### config.mk
export PLATFORM = sky130hd
export DESIGN_NAME = byte_unstriping
export DESIGN_NICKNAME = d
export VERILOG_FILES = /design/src/rtl/byte_unstriping.sv
export SDC_FILE = /design/constraint.sdc
export NUM_CORES = 1
export LEC_CHECK = 0
export ABC_AREA = 1
export CORE_MARGIN = 1
export CORE_UTILIZATION = 60
export DETAILED_ROUTE_END_ITERATION = 16
export DONT_BUFFER_PORTS = 1
export GPL_TIMING_DRIVEN = 0
export HOLD_SLACK_MARGIN = 0.08
export PLACE_DENSITY_LB_ADDON = 0.12
export SETUP_SLACK_MARGIN = 0.02
export SLEW_MARGIN = 20
export SYNTH_ARGS = -nofsm -noshare
export SYNTH_HDL_FRONTEND = slang
export SYNTH_SLANG_ARGS = --single-unit
### constraint.sdc
create_clock -name clk2f -period 3.3 [get_ports clk2f]
set_clock_uncertainty 0.1 [all_clocks]
set_input_delay 0.33 -clock clk2f [delete_from_list [all_inputs] [get_ports clk2f]]
set_output_delay 0.33 -clock clk2f [all_outputs]
set_load 0.01 [all_outputs]
### src/rtl/byte_unstriping.sv
// Merges two 2f-rate byte lanes into one serial byte stream through a small pair FIFO.
// Optional skew-error counter port err_count when BYTE_UNSTRIPING_ERRCNT_EN is defined.
//
// state | meaning
// IDLE  | no pending byte; pops the next lane pair when dout_ready
// SEND1 | lane1 byte of the last popped pair still to be emitted
module byte_unstriping #(
    parameter int FIFO_DEPTH = 4
) (
    input  logic       clk2f,
    input  logic       reset_L,
    input  logic [8:0] lane0,
    input  logic [8:0] lane1,
    input  logic       dout_ready,
    output logic [8:0] dataout,
    output logic       fifo_full,
    output logic       overflow
`ifdef BYTE_UNSTRIPING_ERRCNT_EN
    ,
    output logic [7:0] err_count
`endif
);

    localparam int PW = (FIFO_DEPTH > 1) ? $clog2(FIFO_DEPTH) : 1;
    localparam int CW = PW + 1;
    localparam logic [CW-1:0] DEPTH_C = CW'(FIFO_DEPTH);

    typedef enum logic {
        ST_IDLE  = 1'b0,
        ST_SEND1 = 1'b1
    } state_t;

    state_t        state_q, state_d;
    logic          phase_q;
    logic [PW-1:0] wr_ptr_q, wr_ptr_d;
    logic [PW-1:0] rd_ptr_q, rd_ptr_d;
    logic [CW-1:0] count_q, count_d;
    logic [16:0]   mem_q [FIFO_DEPTH];
    logic [7:0]    pend_q, pend_d;
    logic [8:0]    dataout_q, dataout_d;
    logic          full_q;
    logic          ovf_q, ovf_d;

    logic          sample;
    logic          push_req;
    logic          skew;
    logic          fifo_empty;
    logic          is_full;
    logic          pop;
    logic          push;
    logic [16:0]   rd_entry;

    // Lanes are only stable on the phase-0 edge of each 2f pair
    assign sample     = ~phase_q;
    assign push_req   = sample & lane0[8];
    assign skew       = sample & ~lane0[8] & lane1[8];
    assign fifo_empty = (count_q == '0);
    assign is_full    = (count_q == DEPTH_C);
    assign pop        = dout_ready & (state_q == ST_IDLE) & ~fifo_empty;
    // A pop on the same edge frees a slot, so a full FIFO still accepts the pair
    assign push       = push_req & (~is_full | pop);
    assign rd_entry   = mem_q[rd_ptr_q];

    always_ff @(posedge clk2f or negedge reset_L) begin
        if (!reset_L) begin
            state_q   <= ST_IDLE;
            phase_q   <= 1'b0;
            wr_ptr_q  <= '0;
            rd_ptr_q  <= '0;
            count_q   <= '0;
            pend_q    <= '0;
            dataout_q <= '0;
            full_q    <= 1'b0;
            ovf_q     <= 1'b0;
        end else begin
            state_q   <= state_d;
            phase_q   <= ~phase_q;
            wr_ptr_q  <= wr_ptr_d;
            rd_ptr_q  <= rd_ptr_d;
            count_q   <= count_d;
            pend_q    <= pend_d;
            dataout_q <= dataout_d;
            full_q    <= (count_d == DEPTH_C);
            ovf_q     <= ovf_d;
        end
    end

    always_ff @(posedge clk2f) begin
        if (push) begin
            mem_q[wr_ptr_q] <= {lane1[8], lane1[7:0], lane0[7:0]};
        end
    end

    always_comb begin
        state_d = state_q;
        if (dout_ready) begin
            case (state_q)
                ST_IDLE:  if (pop && rd_entry[16]) state_d = ST_SEND1;
                ST_SEND1: state_d = ST_IDLE;
                default:  state_d = ST_IDLE;
            endcase
        end
    end

    always_comb begin
        dataout_d = dataout_q;
        pend_d    = pend_q;
        if (dout_ready) begin
            case (state_q)
                ST_IDLE: begin
                    if (!fifo_empty) begin
                        dataout_d = {1'b1, rd_entry[7:0]};
                        pend_d    = rd_entry[15:8];
                    end else begin
                        dataout_d = 9'h000;
                    end
                end
                ST_SEND1: dataout_d = {1'b1, pend_q};
                default:  dataout_d = 9'h000;
            endcase
        end
    end

    always_comb begin
        wr_ptr_d = wr_ptr_q + PW'(push);
        rd_ptr_d = rd_ptr_q + PW'(pop);
        count_d  = count_q;
        case ({push, pop})
            2'b10:   count_d = count_q + 1'b1;
            2'b01:   count_d = count_q - 1'b1;
            default: count_d = count_q;
        endcase
        ovf_d = ovf_q | (push_req & is_full & ~pop);
    end

    assign dataout   = dataout_q;
    assign fifo_full = full_q;
    assign overflow  = ovf_q;

`ifdef BYTE_UNSTRIPING_ERRCNT_EN
    logic [7:0] err_cnt_q;

    always_ff @(posedge clk2f or negedge reset_L) begin
        if (!reset_L) begin
            err_cnt_q <= '0;
        end else if (skew && (err_cnt_q != 8'hFF)) begin
            err_cnt_q <= err_cnt_q + 8'd1;
        end
    end

    assign err_count = err_cnt_q;
`else
    logic unused_skew;
    assign unused_skew = skew;
`endif

endmodule

==> reports/metrics.cfg <==
[setup_path]
r2r_slack_ps=1020
crit_arrival_ps=2240
r2r-end=mem_q[1][2]
worstSetupPathType=reg2reg
cp_top_family=simple AND/OR/NAND/NOR gates
crit_path_top_delay_cell=nor3_2
worst-path-max-fanout=7
cp-end-kind=flop
crit_top_cell=buf_4
rr_worst_depth=7
crit_required_ps=3260
path_cells=nor2_8 > nand2_4 > nand3_1 > nand2_1 > nor3_2 > buf_4 > buf_4
crit_buf_inv=2
rr_startpoint=state_q
startpoint_type=flop
slowest_delay_ps=500

[floorplanning]
rows=28
die-area_um2=6680
fp.dieW_um=81.7
die_h_um=81.7
core_area_um2=6030
start_util=0.633
io_pins=32

[sta]
setup_viol_count_final=0
tightestPinTransition_ps=661
rsz0062_at_grt=no
hold_viol=0
fmax_mhz=438
period_share=0.691
holdWs_ps=182
fin_ws_ps=1020
report.final.slew_viol_count=0
min_period_ps=2280
slew_headroom=0.557

[route]
via_per_inst=5.58
met1_length_um=3160
wl_met3_um=386
drtAntennaViolNets=0
drt_wl_total_um=7460
firstDrtPassIters=4
dr_total_vias=2379
drtIter0Drc=150
met2_length_um=3700
drcViolationCount=0
wl_per_cell_um=17.5
topRoutingLayerUsed=met4

[final_layout]
layout-drive-gt1-share=0.154
antenna_cells=0
nets=370
syn_to_final_growth_pct=15.2
utilization=0.729

[global_route]
antenna_found_initial=0
grt_pass1_vias=2406
grt.total_usage=0.251
grt_pass1_wl_um=11500
grt_max_degree=29
grt_remaining_overflow=0

[job]
cap_violations=0

[clocking]
numCtsBuffers=9
cts_sinks=96
cts_root_buffer=clkbuf_8
clock_path_buffers=2
tritoncts=built
clkTransAtPathRegs_ps=90
clk_latency_ps=340
h-tree-depth=3

[placement]
port_buffers=0
globalplace.congestion=0.766
place_ws_ps=931
dpl.hpwl_um=5020

[status]
outcome=finished clean

[power]
power.density_nw_per_um2=818
leakage_uw=0.00167
max-vdd-ir-drop_v=0.000466

[synthesis]
syn_inst=308
netlist_area_um2=3810
avgSynthCellArea_um2=12.4
synth_fp_nets=332
ys_seq_area_frac=0.719
synth.ff_latch_count=96
yosys_warnings=0
post_synth_num_cell_types=31

[worst_hold_path]
holdPathStages=2
hold_start=lane0[8]
hp-class=in2reg
min_delay_worst_endpoint=overflow

cells in the mapped netlist:
library cell,n,area share
nand2_2,4,0.0066
nor3_1,4,0.0053
nor2_2,3,0.0049
nor2_1,65,0.064
nor2_8,1,0.0053
nand2_1,20,0.020
nand3_4,1,0.0046
inv_2,3,0.0030
inv_1,13,0.013
a31oi_1,8,0.013
buf_2,8,0.011
a32o_1,1,0.0026
clkbuf_1,2,0.0020
xor2_1,2,0.0046
buf_6,2,0.0059
clkbuf_2,1,0.0013
dfrtp_1,28,0.18
inv_6,1,0.0023
nand4_1,1,0.0016
nand3_1,5,0.0066
fa_1,1,0.0053
o21bai_1,1,0.0020
nand2_4,2,0.0059
inv_4,1,0.0016
nand3_2,1,0.0026
a21oi_1,18,0.024
o21ai_1,1,0.0013
o22ai_1,8,0.013
ha_1,2,0.0066
o21ai_0,32,0.042
edfxtp_1,68,0.54
where the power goes:
group          internal [uW]  switching (uW)  leakage [uW]  total, uW
registers               1580             193      0.000928       1770
clock network            352             379     0.0000953        731
logic                    382             707      0.000647       1090
what timing repair did:
item,CTS,global route
endpoints found under the hold margin,96,0
gates resized for setup,0,0
hold buffers,19,0
buffers inserted,0,0
layout by cell type (no fill, tap or decap), types with 4 or more instances in the layout:
cell type,synthesis,final
o21ai_0,32,32
nor2_1,65,65
a21oi_1,18,18
clkbuf_8,0,9
clkbuf_1,2,4
nand2_2,4,4
dfrtp_1,28,28
dlygate4sd3_1,0,18
nor3_2,0,4
a31oi_1,8,8
buf_6,2,7
o22ai_1,8,8
edfxtp_1,68,68
inv_1,13,13
nand2_1,20,20
nand3_1,5,5
buf_2,8,8
registers in the layout, summed over array words and instances, names as in the netlist:
register and cells:
phase_q 1, fifo_full 1, overflow 1, rd_ptr_q 2, pend_q 8, dataout 9
wr_ptr_q 2, mem_q 68, state_q 1, count_q 3
worst max-delay path by stage:
stage / start / slack (ps) / depth (start not counted) / endpoint
after floorplan: dout_ready / 700 / 7 / mem_q[0][0]
after global placement: dout_ready / -370 / 7 / mem_q[3][12]
after detailed placement: dout_ready / 930 / 9 / mem_q[1][4]
after CTS: state_q / 980 / 7 / mem_q[1][2]
after global routing: state_q / 830 / 7 / mem_q[1][3]
final: state_q / 1020 / 7 / mem_q[1][2]
final cells by class:
cell class / instances / area [um^2]
plain buffers: 13 / 75.1
clock buffers: 11 / 131
clock inverters: 5 / 56.3
fillers: 431 / 1630
inverters: 18 / 75.1
multi-input cells: 181 / 940
flip-flops and latches: 96 / 2740
well taps: 75 / 93.8
repair buffers: 27 / 279
per-stage QoR:
step	area, um^2	total power [uW]	TNS [ps]	cells
2_1_floorplan	3810	2530	0	308
3_3_place_gp	3910	2790	-22000	383
3_5_place_dp	4010	2840	0	391
4_1_cts	4390	3590	0	426
5_1_grt	4390	3800	0	426
6_report	4390	3590	0	426
cell families (layout without fill, tap and decap cells):
logic type | count (synthesis) | in the layout | share of synthesized area
XOR/XNOR | 2 | 2 | 0.00460
AO/OA/AOI/OAI | 69 | 69 | 0.0978
buffers and inverters | 31 | 74 | 0.0394
AND/OR/NAND/NOR | 107 | 107 | 0.127
adder cells (fa/ha/maj) | 3 | 3 | 0.0118
flip-flops | 96 | 96 | 0.719
metal layers:
layer,GRT usage,up-vias
met1,0.303,1137
li1,-,1150
met2,0.411,75
met5,0,-
met3,0.0600,17
met4,0.147,0
Note: power is estimated with default switching activity, not from simulation.
